`config.mk`:
```
export PLATFORM = sky130hd
export DESIGN_NAME = simplez_cpu
export DESIGN_NICKNAME = d
export VERILOG_FILES = /design/src/rtl/simplez_cpu.sv
export SDC_FILE = /design/constraint.sdc
export NUM_CORES = 1
export LEC_CHECK = 0
export CAP_MARGIN = 20
export CORE_AREA = 10 10 80 82
export DETAILED_ROUTE_END_ITERATION = 8
export DIE_AREA = 0 0 90 92
export PLACE_DENSITY = 0.89
export SYNTH_ARGS = -nofsm -noshare
export SYNTH_HDL_FRONTEND = slang
export SYNTH_SLANG_ARGS = --single-unit
```
`constraint.sdc`:
```
create_clock -name clk -period 4.9 [get_ports clk]
set_input_delay 0.98 -clock clk [delete_from_list [all_inputs] [get_ports clk]]
set_output_delay 0.98 -clock clk [all_outputs]
set_load 0.005 [all_outputs]
```
`src/rtl/simplez_cpu.sv`:
```
// rtl/simplez_cpu.sv - Simplez 512x12 word-memory CPU core; SIMPLEZ_STEP_EN adds a single-step WAIT state.
// Memory reads and writes land on the falling edge, so every access here takes one clock period.
module simplez_cpu #(
    parameter logic [8:0] RESET_PC = 9'd0
) (
    input  logic        clk,
    input  logic        rstn,
`ifdef SIMPLEZ_STEP_EN
    input  logic        step,
`endif
    output logic [8:0]  mem_addr,
    output logic        mem_wr,
    input  logic [11:0] mem_din,
    output logic [11:0] mem_dout,
    output logic [11:0] acc,
    output logic        halt
);

    typedef enum logic [2:0] {
        S_FETCH,
        S_DECODE,
        S_EXEC,
        S_WB,
        S_HALTED
`ifdef SIMPLEZ_STEP_EN
        , S_WAIT
`endif
    } state_t;

`ifdef SIMPLEZ_STEP_EN
    localparam state_t S_NEXT = S_WAIT;
`else
    localparam state_t S_NEXT = S_FETCH;
`endif

    localparam logic [2:0] OP_ST   = 3'd0;
    localparam logic [2:0] OP_LD   = 3'd1;
    localparam logic [2:0] OP_ADD  = 3'd2;
    localparam logic [2:0] OP_BR   = 3'd3;
    localparam logic [2:0] OP_BZ   = 3'd4;
    localparam logic [2:0] OP_CLR  = 3'd5;
    localparam logic [2:0] OP_DEC  = 3'd6;
    localparam logic [2:0] OP_HALT = 3'd7;

    state_t      state;
    logic [8:0]  pc;
    logic [11:0] ri;
    logic [11:0] a;
    logic [2:0]  op;
    logic [8:0]  cd;

    assign op = ri[11:9];
    assign cd = ri[8:0];

    always_ff @(posedge clk or negedge rstn) begin
        if (!rstn) begin
            pc    <= RESET_PC;
            ri    <= '0;
            a     <= '0;
            state <= S_NEXT;
        end else begin
            case (state)
                S_FETCH: state <= S_DECODE;
                S_DECODE: begin
                    ri    <= mem_din;
                    pc    <= pc + 9'd1;
                    state <= S_EXEC;
                end
                S_EXEC: begin
                    state <= S_NEXT;
                    case (op)
                        OP_LD, OP_ADD: state <= S_WB;
                        OP_BR:         pc <= cd;
                        // BZ sees A as left by the previous instruction
                        OP_BZ:         if (a == '0) pc <= cd;
                        OP_CLR:        a <= '0;
                        OP_DEC:        a <= a - 12'd1;
                        OP_HALT:       state <= S_HALTED;
                        default:       ;
                    endcase
                end
                S_WB: begin
                    a     <= (op == OP_LD) ? mem_din : a + mem_din;
                    state <= S_NEXT;
                end
                S_HALTED: state <= S_HALTED;
`ifdef SIMPLEZ_STEP_EN
                S_WAIT: if (step) state <= S_FETCH;
`endif
                default: state <= S_NEXT;
            endcase
        end
    end

    // Operand phases address CD; every other state keeps PC on the bus
    always_comb begin
        mem_addr = pc;
        if (state == S_EXEC || state == S_WB) mem_addr = cd;
    end

    assign mem_wr   = (state == S_EXEC) && (op == OP_ST);
    assign mem_dout = a;
    assign acc      = a;
    assign halt     = (state == S_HALTED);

endmodule
```
**Word-level counts from Yosys, hierarchy flattened**

Cells that the tools add are included.

- Output and inout bits: 35
- Bits in registers: 36
- Logic and storage cells: 40
- Bits of input ports: 14

- Reduce and logical (&&, ||, !) cells: 10
- Muxes and demuxes: 9
- Equality and inequality tests: 14
- $add $sub $neg: 3

Operator list:

| kind | number |
|---|---|
| $pmux 12 s2 | 2 |
| $pmux 9 s2 | 2 |
| $mux 9 | 2 |
| $eq 3x3->1 const B | 5 |
| $add 12x12->12 | 1 |
| $eq 3x2->1 const B | 4 |
| $logic_not 12->1 | 1 |
| $mux 12 | 1 |
| $pmux 3 s4 | 1 |
| $sub 12x1->12 const B | 1 |
| $add 9x1->9 const B | 1 |
| $eq 3x1->1 const B | 2 |
| $logic_not 3->1 | 2 |
| $ne 3x1->1 const B | 2 |
| $pmux 3 s2 | 1 |
| $reduce_bool 2->1 | 2 |
| $ne 3x3->1 const B | 1 |
| $reduce_and 3->1 | 1 |
| $reduce_and 2->1 | 1 |
| $reduce_or 2->1 | 1 |
| $logic_and 1x1->1 | 1 |
| $logic_or 1x1->1 | 1 |

**Logic depth before layout (Yosys ltp)**

- Depth after elaboration: 4
- Depth in mapped cells: 9
- Mapped depth without buffers: 9

**Worst setup path before layout**

OpenSTA, ideal clock, no wires.

- Path kind: input to register
- Start point: in mem_din[0]
- End point: reg a[10] (netlist: acc[10])
- Stages: 9
- Slack: 2.323 ns
- Buffers on the path: 0
- Required time: 4.768 ns
- Setup time: 0.132 ns
- Data arrival time: 2.444 ns
- Path through: ha_1 > inv_1 > fa_1 > nand2b_1 > a21oi_1 > o21ai_0 > a21o_1 > a211oi_1 > o211ai_1

- Cells in the longest elaborated chain, start to end: 3

RTL lines:

| item | line | source |
|---|---|---|
| start: declaration | 13 | `input logic [11:0] mem_din,` |
| $add 12x12->12 | 83 | `a <= (op == OP_LD) ? mem_din : a + mem_din;` |
| $mux 12 | 83 |  |
| $pmux 12 s2 | 62 | `case (state)` |
| end signal: assignment | 77 | `OP_DEC: a <= a - 12'd1;` |
| end signal: assignment | 83 |  |
| end: declaration | 48 | `logic [11:0] a;` |

Every way passes these cells.
A chain may end at the register's enable or synchronous reset.

**Final worst setup path**

- Start point: reg state[2]
- End point: out mem_wr

- Cells in the longest elaborated chain, start to end: 2

RTL lines:

| item | line | source |
|---|---|---|
| start: declaration | 45 | `state_t state;` |
| start signal: assignment | 60 | `state <= S_NEXT;` |
| start signal: assignment | 63 | `S_FETCH: state <= S_DECODE;` |
| start signal: assignment | 67 | `state <= S_EXEC;` |
| $eq 3x2->1 | 101 | `assign mem_wr = (state == S_EXEC) && (op == OP_ST);` |
| $logic_and 1x1->1 | 101 |  |
| end: declaration | 12 | `output logic mem_wr,` |

Every way passes these cells.

==> flow_summary.yaml <==
final_layout:
  num-nets-final: 369
  area_growth_pct: 20.8
  diodes: 0
  drive_gt1_share_pct: 12.6
  fin_cells: 411
  nFillCells: 422
  multi_input_area_sq_um: 1620
  seq_area_sq_um: 901
placement:
  dp_cells: 402
  portBuffers: 48
  gp_congestion: 0.892
  dp_hpwl_microns: 5550
sta:
  timing.hold.ws_ns: 0.542
  period_minus_slack_ns: 3.52
  setup_viol: 0
  worst_slew_pin_slew_ns: 0.864
  fin_skew_ns: 0.00915
  hold_violations: 0
  drv_slew: 0
  rsz0062_at_grt: "no"
  fmax_mhz: 284
  max_slew_margin_pct: 41.8
  fin_tns_setup_ns: 0
  period_share_pct: 71.9
clock_tree:
  clkSlewWorstSetupHoldPaths_ns: 0.08
  insertion_delay_ns: 0.29
  tritoncts: "done"
  h-tree-depth: 2
  cts_setup_buffers: 0
  cts_resized: 0
  clock-sinks: 36
  cts_buffers: 5
  max-clock-path-buffers: 2
  hold_buffers: 0
  cts-root-buf: "clkbuf_8"
grt:
  grt_pass1_vias: 2529
  grt_overflow_total: 0
  grtUsageTotal_pct: 18.3
  grt_max_degree: 37
  antenna_found_initial: 0
  grt_pass1_wl_microns: 12800
synthesis:
  synth_top_cell_by_area: "dfrtp_1"
  synth_commonest_cells: "dfrtp_1, a21oi_1, o21ai_0"
  ys_types: 55
  synth_fp_nets: 332
  synth_cells: 303
  ys_ff_latch: 36
  netlist_area_sq_um: 2700
  yosys_warnings: 0
  seq_area_frac_synth_pct: 33.4
  synthArstFlopShare_pct: 100
  synth_top_cell_area_share_pct: 33.4
  ys.flop_type: "dfrtp_1"
  syn_avg_cell_area_sq_um: 8.89
  synth-edff-count: 0
  post-synth-top-count-cell: "dfrtp_1"
  synthTopCellsByArea: "dfrtp_1, mux2_2, ha_1, a21oi_1, o21ai_0"
routing:
  via_count: 2537
  drtAntennaViolNets: 0
  via_per_inst: 6.17
  finalWirelength_microns: 7510
  drt_iter0_markers: 190
  first_pass_iters: 5
  post_drt_wl_per_cell_microns: 18.3
  drc: 0
worst_setup_path:
  end_kind: "primary output"
  critPathRequiredTime_ns: 3.92
  reg2reg_slack_ns: 2.46
  crit_arrival_ns: 2.54
  cp_max_fo: 14
  crit_type: "reg2out"
  crit_path_start_kind: "flop"
power:
  peakVddDrop_v: 0.000260
  p_total_uw: 2370
  cellLeakagePower_uw: 0.00132
  power.density_nw_per_um2: 727
die:
  placementRows: 26
  io_pins: 49
  die_w_microns: 90
  die_h_microns: 92
  die-area_sq_um: 8280
  start_util_pct: 54.9
  fp.coreArea_sq_um: 4910
outcome:
  status: "completed"
job:
  max_cap_violations: 0
hold_path:
  hold_path_class: "reg2reg"
==> stage by stage <==
| stage | utilization (%) | setup WS (ns) | cell area [sq um] |
|---|---|---|---|
| final | 66.3 | 1.38 | 3260 |
| after floorplan | - | 2.32 | 2700 |
| after global routing | 66.3 | 1.20 | 3260 |
| after global placement | 63.8 | 1.66 | 3130 |
| after detailed placement | 63.8 | 1.56 | 3130 |
| after CTS | 66.0 | 1.43 | 3240 |
==> metal layers <==
layer / up-vias / wire length, microns / track usage [%]
li1: 1182 / - / -
met1: 1232 / 3090 / 22.2
met2: 113 / 3790 / 32.3
met3: 10 / 526 / 3.42
met4: 0 / 104 / 5.04
met5: - / 0 / 0
==> final timing paths <==
| kind | start | endpoint | cells past startpoint |
|---|---|---|---|
| setup reg to reg | acc[4]$_DFFE_PN0P_ | acc[11]$_DFFE_PN0P_ | 7 |
| min in group asynchronous | rstn | acc[5]$_DFFE_PN0P_ | 2 |
| hold / removal | ri[7]$_DFFE_PN0P_ | ri[7]$_DFFE_PN0P_ | 1 |
| max in group asynchronous | rstn | pc[5]$_DFFE_PN0P_ | 2 |
| setup / recovery | state[2]$_DFF_PN0_ | mem_wr | 4 |
| hold reg to reg | ri[7]$_DFFE_PN0P_ | ri[7]$_DFFE_PN0P_ | 1 |
==> power breakdown <==
group	internal, uW	switching, uW	leakage, uW
Combinational	729	721	0.000834
Sequential	441	209	0.000435
Clock	151	117	0.0000541
==> area by class of cell <==
type / count / share of cell area [%]
clock buffers: 5 / 2.11
clock inverters: 3 / 1.31
inverters: 11 / 1.27
multi-input cells: 236 / 49.6
flip-flops and latches: 36 / 27.7
well taps: 70 / 2.69
repair buffers: 50 / 15.3
==> flip-flops by register name (all words and copies together) (netlist names) <==
register / count
ri: 12
pc: 9
state: 3
acc: 12
==> critical path: stages, from the launching register on <==
cell and delay, ns:
dfrtp_1 0.44, nand2b_1 0.48, nor2_1 0.58, and3_1 0.24, clkdlybuf4s50_1 0.50
==> logic make-up (layout without fill, tap and decap cells) <==
group	count (synthesis)	count (layout)	synth area share, %
AOI/OAI and AO/OA	102	102	22.7
and+or+nand+nor	85	85	17.0
DFF	36	36	33.4
buffers and inverters	31	69	6.64
muxes	22	22	9.10
adders and majority gates	15	15	7.24
xor gates and xnor gates	12	12	3.90
==> cells in the final DEF (no fill, tap or decap), types with 3 or more instances in the layout <==
master / n
a211oi_1: 3
a21o_1: 3
a21oi_1: 31
a22oi_1: 4
a31oi_1: 3
clkbuf_8: 5
clkdlybuf4s50_1: 48
dfrtp_1: 36
ha_1: 14
inv_1: 11
mux2_2: 20
nand2_1: 25
nand2b_1: 5
nand3_1: 5
nor2_1: 21
nor3_1: 4
nor4_1: 3
o21a_1: 3
o21ai_0: 31
o221ai_1: 3
o22ai_1: 9
or2_2: 3
xnor2_1: 7
xor2_1: 5
No activity file was read; power rests on OpenSTA's default activity.
